===== src/rtl/dm_abs_cmd_pkg.sv =====
`default_nettype none
// ============================================================================
// Module   : dm_abs_cmd_pkg
// Purpose  : Shared definitions for the Debug Module abstract-command
//            executor: command field positions, cmderr codes, regno ranges.
// Revision : 1.0 - initial release
// ============================================================================
package dm_abs_cmd_pkg;

  // Bit positions of the Access Register command fields
  localparam int CMD_CMDTYPE_MSB = 31;
  localparam int CMD_CMDTYPE_LSB = 24;
  localparam int CMD_AARSIZE_MSB = 22;
  localparam int CMD_AARSIZE_LSB = 20;
  localparam int CMD_POSTEXEC    = 18;
  localparam int CMD_TRANSFER    = 17;
  localparam int CMD_WRITE       = 16;
  localparam int CMD_REGNO_MSB   = 15;
  localparam int CMD_REGNO_LSB   = 0;

  // abstractcs.cmderr encoding
  typedef logic [2:0] cmderr_t;
  localparam cmderr_t CMDERR_NONE       = 3'd0;
  localparam cmderr_t CMDERR_BUSY       = 3'd1;
  localparam cmderr_t CMDERR_NOTSUP     = 3'd2;
  localparam cmderr_t CMDERR_EXCEPT     = 3'd3;
  localparam cmderr_t CMDERR_HALTRESUME = 3'd4;

  // Supported regno windows: CSRs then GPR x0..x31
  localparam logic [15:0] CSR_MAX  = 16'h0FFF;
  localparam logic [15:0] GPR_BASE = 16'h1000;
  localparam logic [15:0] GPR_MAX  = 16'h101F;

  // Only 32-bit register accesses are implemented
  localparam logic [2:0] AARSIZE_32 = 3'd2;

  // The fields of a captured command that the executor acts on
  typedef struct packed {
    logic [7:0]  cmdtype;
    logic [2:0]  aarsize;
    logic        postexec;
    logic        transfer;
    logic        write;
    logic [15:0] regno;
  } abs_cmd_t;

  // True when regno addresses a CSR or a GPR the core can reach
  function automatic logic regno_supported(input logic [15:0] regno);
    return (regno <= CSR_MAX) || ((regno >= GPR_BASE) && (regno <= GPR_MAX));
  endfunction

endpackage
`default_nettype wire


===== src/rtl/dm_abs_cmd.sv =====
`default_nettype none
// ============================================================================
// Module   : dm_abs_cmd
// Purpose  : Debug Module abstract-command executor. Validates Access
//            Register commands, runs them over a req/ack port into the halted
//            core, returns a cmd_finished pulse with read data, and keeps the
//            sticky cmderr code and busy flag for abstractcs.
// Revision : 1.0 - initial release
// ============================================================================
module dm_abs_cmd
  import dm_abs_cmd_pkg::*;
#(
  parameter int DATA_W  = 32,
  parameter int TIMEOUT = 256,
  parameter int CNT_W   = 9
) (
  input  logic              sys_clk,
  input  logic              sys_rstn,
  input  logic [DATA_W-1:0] command,
  input  logic              cmd_update,
  input  logic [DATA_W-1:0] data0,
  output logic              cmd_finished,
  output logic [DATA_W-1:0] cmd_read_data,
  output logic              cmd_busy,
  output logic [2:0]        cmd_err,
  input  logic              cmderr_clr,
  input  logic              core_halted,
  output logic              dbg_reg_req,
  output logic              dbg_reg_we,
  output logic [15:0]       dbg_reg_addr,
  output logic [DATA_W-1:0] dbg_reg_wdata,
  input  logic              dbg_reg_ack,
  input  logic [DATA_W-1:0] dbg_reg_rdata
);

  localparam logic [1:0] S_IDLE  = 2'd0;
  localparam logic [1:0] S_CHECK = 2'd1;
  localparam logic [1:0] S_REQ   = 2'd2;
  localparam logic [1:0] S_DONE  = 2'd3;

  // Counter value of the last REQ cycle before giving up on the core
  localparam logic [CNT_W-1:0] CNT_LAST = CNT_W'(TIMEOUT - 1);

  logic [1:0]        state_q, state_d;
  abs_cmd_t          cmd_q, cmd_d;
  logic [DATA_W-1:0] data_q, data_d;
  logic [DATA_W-1:0] rdata_q, rdata_d;
  logic [CNT_W-1:0]  cnt_q, cnt_d;
  cmderr_t           err_q, err_d;

  cmderr_t           fsm_err;   // error raised by the FSM this cycle
  logic              busy_err;  // new command arrived while one is running
  logic              req_act;

  // Reserved command bits carry no meaning for Access Register
  logic unused_cmd;
  if (DATA_W > 32) begin : g_cmd_wide
    assign unused_cmd = ^{command[23], command[19], command[DATA_W-1:32]};
  end else begin : g_cmd_narrow
    assign unused_cmd = ^{command[23], command[19]};
  end

  assign busy_err = cmd_update && (state_q != S_IDLE);

  // Command FSM: capture, validate, run core access, report completion
  always_comb begin
    state_d = state_q;
    cmd_d   = cmd_q;
    data_d  = data_q;
    rdata_d = rdata_q;
    cnt_d   = cnt_q;
    fsm_err = CMDERR_NONE;
    case (state_q)
      S_IDLE: begin
        if (cmd_update) begin
          cmd_d.cmdtype  = command[CMD_CMDTYPE_MSB:CMD_CMDTYPE_LSB];
          cmd_d.aarsize  = command[CMD_AARSIZE_MSB:CMD_AARSIZE_LSB];
          cmd_d.postexec = command[CMD_POSTEXEC];
          cmd_d.transfer = command[CMD_TRANSFER];
          cmd_d.write    = command[CMD_WRITE];
          cmd_d.regno    = command[CMD_REGNO_MSB:CMD_REGNO_LSB];
          data_d         = data0;
          // Cleared here so errors and writes report zero read data
          rdata_d        = '0;
          state_d        = S_CHECK;
        end
      end
      S_CHECK: begin
        if (cmd_q.cmdtype != 8'd0) begin
          fsm_err = CMDERR_NOTSUP;
        end else if (cmd_q.aarsize != AARSIZE_32) begin
          fsm_err = CMDERR_NOTSUP;
        end else if (cmd_q.postexec) begin
          fsm_err = CMDERR_NOTSUP;
        end else if (cmd_q.transfer && !regno_supported(cmd_q.regno)) begin
          fsm_err = CMDERR_NOTSUP;
        end else if (!core_halted) begin
          fsm_err = CMDERR_HALTRESUME;
        end
        if ((fsm_err != CMDERR_NONE) || !cmd_q.transfer) begin
          state_d = S_DONE;
        end else begin
          cnt_d   = '0;
          state_d = S_REQ;
        end
      end
      S_REQ: begin
        // An ack on the final allowed cycle still counts as success
        if (dbg_reg_ack) begin
          if (!cmd_q.write) begin
            rdata_d = dbg_reg_rdata;
          end
          state_d = S_DONE;
        end else if (cnt_q == CNT_LAST) begin
          fsm_err = CMDERR_EXCEPT;
          state_d = S_DONE;
        end else begin
          cnt_d = cnt_q + CNT_W'(1);
        end
      end
      S_DONE: begin
        state_d = S_IDLE;
      end
      default: begin
        state_d = S_IDLE;
      end
    endcase
  end

  // Sticky cmderr: first error wins; clear beats FSM errors but not busy errors
  always_comb begin
    err_d = err_q;
    if (cmderr_clr) begin
      err_d = CMDERR_NONE;
    end
    if (busy_err) begin
      // A simultaneous FSM error is dropped; the busy report takes the slot
      if (err_d == CMDERR_NONE) begin
        err_d = CMDERR_BUSY;
      end
    end else if (!cmderr_clr && (err_q == CMDERR_NONE) && (fsm_err != CMDERR_NONE)) begin
      err_d = fsm_err;
    end
  end

  // State registers with asynchronous reset
  always_ff @(posedge sys_clk or negedge sys_rstn) begin
    if (!sys_rstn) begin
      state_q <= S_IDLE;
      cmd_q   <= '0;
      data_q  <= '0;
      rdata_q <= '0;
      cnt_q   <= '0;
      err_q   <= CMDERR_NONE;
    end else begin
      state_q <= state_d;
      cmd_q   <= cmd_d;
      data_q  <= data_d;
      rdata_q <= rdata_d;
      cnt_q   <= cnt_d;
      err_q   <= err_d;
    end
  end

  // Outputs decode straight from state so reset drops them immediately
  assign req_act       = (state_q == S_REQ);
  assign cmd_busy      = (state_q != S_IDLE);
  assign cmd_finished  = (state_q == S_DONE);
  assign cmd_read_data = cmd_finished ? rdata_q : '0;
  assign cmd_err       = err_q;
  assign dbg_reg_req   = req_act;
  assign dbg_reg_we    = req_act & cmd_q.write;
  assign dbg_reg_addr  = req_act ? cmd_q.regno : 16'h0000;
  assign dbg_reg_wdata = req_act ? data_q : '0;

endmodule
`default_nettype wire


===== config.mk =====
export PLATFORM = sky130hd
export DESIGN_NAME = dm_abs_cmd
export DESIGN_NICKNAME = d
export VERILOG_FILES = /design/src/rtl/dm_abs_cmd_pkg.sv /design/src/rtl/dm_abs_cmd.sv
export SDC_FILE = /design/constraint.sdc
export NUM_CORES = 1
export LEC_CHECK = 0
export ABC_AREA = 1
export CORE_UTILIZATION = 30
export CTS_CLUSTER_DIAMETER = 40
export CTS_CLUSTER_SIZE = 24
export DETAILED_ROUTE_END_ITERATION = 16
export HOLD_SLACK_MARGIN = 0.02
export PLACE_DENSITY = 0.66
export SYNTH_ARGS = -nofsm -noshare
export SYNTH_HDL_FRONTEND = slang
export SYNTH_SLANG_ARGS = --single-unit
export TNS_END_PERCENT = 1

===== constraint.sdc =====
create_clock -name sys_clk -period 2.14 [get_ports sys_clk]
set_clock_uncertainty 0.2 [all_clocks]
set_input_delay 0.428 -clock sys_clk [delete_from_list [all_inputs] [get_ports sys_clk]]
set_output_delay 0.428 -clock sys_clk [all_outputs]
set_load 0.02 [all_outputs]

==> qor.csv <==
stage,metric,value,unit
drt,dr_wl_met2,6613,µm
die,die_area,0.01780,mm²
clock_tree,cts_tree,built,
drt,wl_met1,6006,µm
synthesis,ys_ff_latch,108,
finish,utilization,47.62,%
synthesis,synthCells,579,
die,rows,47,
die,die_w,133.4,µm
finish,stdcell_area,0.007953,mm²
sta,rsz0062_at_grt,true,
sta,holdWs,0.2839,ns
finish,final_nets,898,
synthesis,synth.avg_cell_area,8.946,µm²
synthesis,synth_common_cells,"inv_1, nand2_1, dfrtp_1",
sta,slew_headroom,65.25,%
synthesis,ys.flop_type,dfrtp_1,
clock_tree,clockRootBuffer,clkbuf_16,
power,p_per_area,1310,mW/mm²
worst_setup_path,crit_required,1.51,ns
clock_tree,cts_buffer_depth,2,
synthesis,netlist-cell-type-count,28,
global_route,grt_pass1_wl,21200,µm
worst_setup_path,r2r_cells,9,
drt,first_pass_iters,5,
power,ir_worst_vdd,701.8,µV
place,io_buffers,186,
drt,drt-total-wl,13580,µm
outcome,violations,setup timing,
synthesis,synth-edff-count,0,
sta,fin_crit,2.209,ns
sta,fmax,0.4526,GHz
die,core_area,0.01670,mm²
sta,hold_viol_final,0,
worst_setup_path,reg2reg_to,rdata_q[20],
clock_tree,cts_num_sinks,108,
drt,drt_iter0_markers,185,
power,p_leak,4.164,nW
drt,wl_per_cell,13.38,µm
worst_setup_path,cp_max_fo,8,
finish,instances_no_fill,1015,
finish,drive_above_1_share,29.69,%
worst_setup_path,max_stage_delay,0.39,ns
place,place_area,0.007512,mm²
die,die_h,133.4,µm
die,io_pins,189,
die,initial_core_util,31.02,%
drt,top_layer,met4,
drt,post_drt_via_cell_ratio,4.330,
worst_setup_path,r2r-start,state_q[1],
sta,min_period_over_period,103.2,%
synthesis,ys_top_cells_by_area,"dfrtp_1, mux2_2, inv_1",
global_route,first_global_vias,4275,
synthesis,synth_top_area_share,52.17,%
synthesis,yosysWarnings,0,
min_path,min_to,cnt_q[8],
worst_setup_path,start_kind,flip-flop,
synthesis,seq_area_frac_synth,52.17,%
worst_setup_path,critical_path.slowest_cell,dfrtp_1,
drt,vias,4395,
global_route,grt_use_total,14.99,%
synthesis,synth-async-reset-ratio,100.0,%
flow_run,maxCapViolations,0,
sta,setup_viol_count_final,34,
min_path,holdCritPathClass,reg -> reg,
min_path,min-delay-start,cnt_q[8],
synthesis,synth_top_cell_by_area,dfrtp_1,
sta,drv_slew,0,
finish,n_fill_cell,1619,
sta,setup_tns,-1.241,ns
sta,final.setup.worst_slack,-0.06944,ns
sta,tightest_slew,0.5165,ns
clock_tree,clk-insertion-delay-late,0.35,ns
finish,syn2layout_area_growth,53.53,%
drt,ant_nets,0,
worst_setup_path,reg2reg_slack,-0.01,ns
worst_setup_path,cp_data_arrival_time,1.58,ns
place,routabilityCongestion,0.7463,
synthesis,syn_area,0.005180,mm²
worst_setup_path,path_cells,"inv_2, ha_4, buf_12, buf_6, nand2_1, inv_1, buf_4",
place,hpwl,9260,µm
min_path,hold_depth,2,
drt,drc,0,
place,dp_cells,989,
drt,wl_met3,796,µm
synthesis,yosysMostFrequentCell,inv_1,
synthesis,syn_nets,687,
global_route,antenna_found_initial,0,
outcome,status,finished with violations,
worst_setup_path,cp-end-kind,output pin,
clock_tree,numCtsBuffers,9,
clock_tree,htreeDepth,3,
finish,diodes,0,
global_route,grt_start_max_net_pins,65,
worst_setup_path,path_class,reg -> out,
global_route,grt-ovfl-total,0,
clock_tree,clkTransAtPathRegs,0.07,ns
## through the flow
stage	total power, W	setup slack [ns]
after detailed placement	0.008225	-0.1095
final	0.01042	-0.06944
after global routing	0.01112	-0.1469
after CTS	0.009675	-0.1224
after global placement	0.008116	-0.08016
after floorplan	0.006089	-0.01962
## routing by layer
metal	GRT usage, %	vias to the layer above
met4	5.492	0
li1	-	2192
met1	18.64	2074
met3	4.148	9
met2	24.80	120
met5	0	-
## report_power, final
group / total, W / leakage (nW) / switching [W] / internal [W]
logic: 0.00545 / 2.68 / 0.00282 / 0.00263
clock network: 0.00169 / 0.138 / 0.000777 / 0.000916
registers: 0.00327 / 1.35 / 0.000428 / 0.00284
## registers in the layout, indices dropped and copies added (netlist names)
name     count
state_q      2
cmd_q       30
rdata_q     32
cmd_err      3
data_q      32
cnt_q        9
## cells by family after synthesis
family	Yosys count	share of synthesized area [%]
buf+inv	153	11.40
xor+xnor	5	0.8456
mux	60	13.04
flops	108	52.17
fa+ha+maj	6	1.449
compound gates	41	4.155
simple gates	206	16.93
## worst max-delay path by stage
stage                    start                 to  depth (start not counted)
floorplan           state_q[0]           cnt_q[5]                          9
global placement    state_q[0]   dbg_reg_wdata[8]                          6
detailed placement  state_q[0]   dbg_reg_wdata[2]                          6
CTS                 state_q[0]  dbg_reg_wdata[19]                          6
global route        state_q[0]  dbg_reg_wdata[28]                          7
finish              state_q[0]  dbg_reg_wdata[23]                          7
## layout by cell type (no fill, tap or decap), types with 2 or more instances in the layout
cell             instances
a21oi_1                  3
buf_12                  10
buf_2                   33
buf_4                   30
buf_6                   46
clkbuf_1                 2
clkbuf_16               12
clkdlybuf4s50_1        101
clkinvlp_4               2
dfrtp_1                108
ha_1                     2
ha_2                     3
inv_1                  110
inv_2                   17
mux2_2                  60
nand2_1                114
nand2_2                  8
nand2_4                  2
nand3_1                 43
nand3_2                  3
nand4_1                  2
nor2_1                  25
nor3_1                   2
o21ai_0                 26
o21ai_1                  8
xnor2_1                  3
xor2_1                   2
## critical path, delay by kind of cell (launching register included)
kind                     cells  cell delay (ns)
buffers and inverters        5             0.53
flip-flops                   1             0.39
adder cells (fa/ha/maj)      1             0.23
AND/OR/NAND/NOR              1             0.07
## what timing repair did
item | CTS | global route
resized for setup | 337 | 143
setup buffers | 0 | 4
hold buffers | 1 | 0
hold endpoints to repair | 27 | 0
pin swaps | 1 | 5
gates cloned | 0 | 5
endpoints found under the setup margin | 107 | 123
## final cells by class
class                      count  area [µm²]  share of cell area [%]
multi-input combinational    318        1981                   24.91
tap                          220       275.3                   3.461
timing repair buffer         225        2220                   27.91
clock buffer                  11       232.7                   2.926
inverter                     128       480.5                   6.042
sequential                   108        2703                   33.98
clock inverter                 5       61.31                  0.7709
Power figures use the tool's default switching activity.
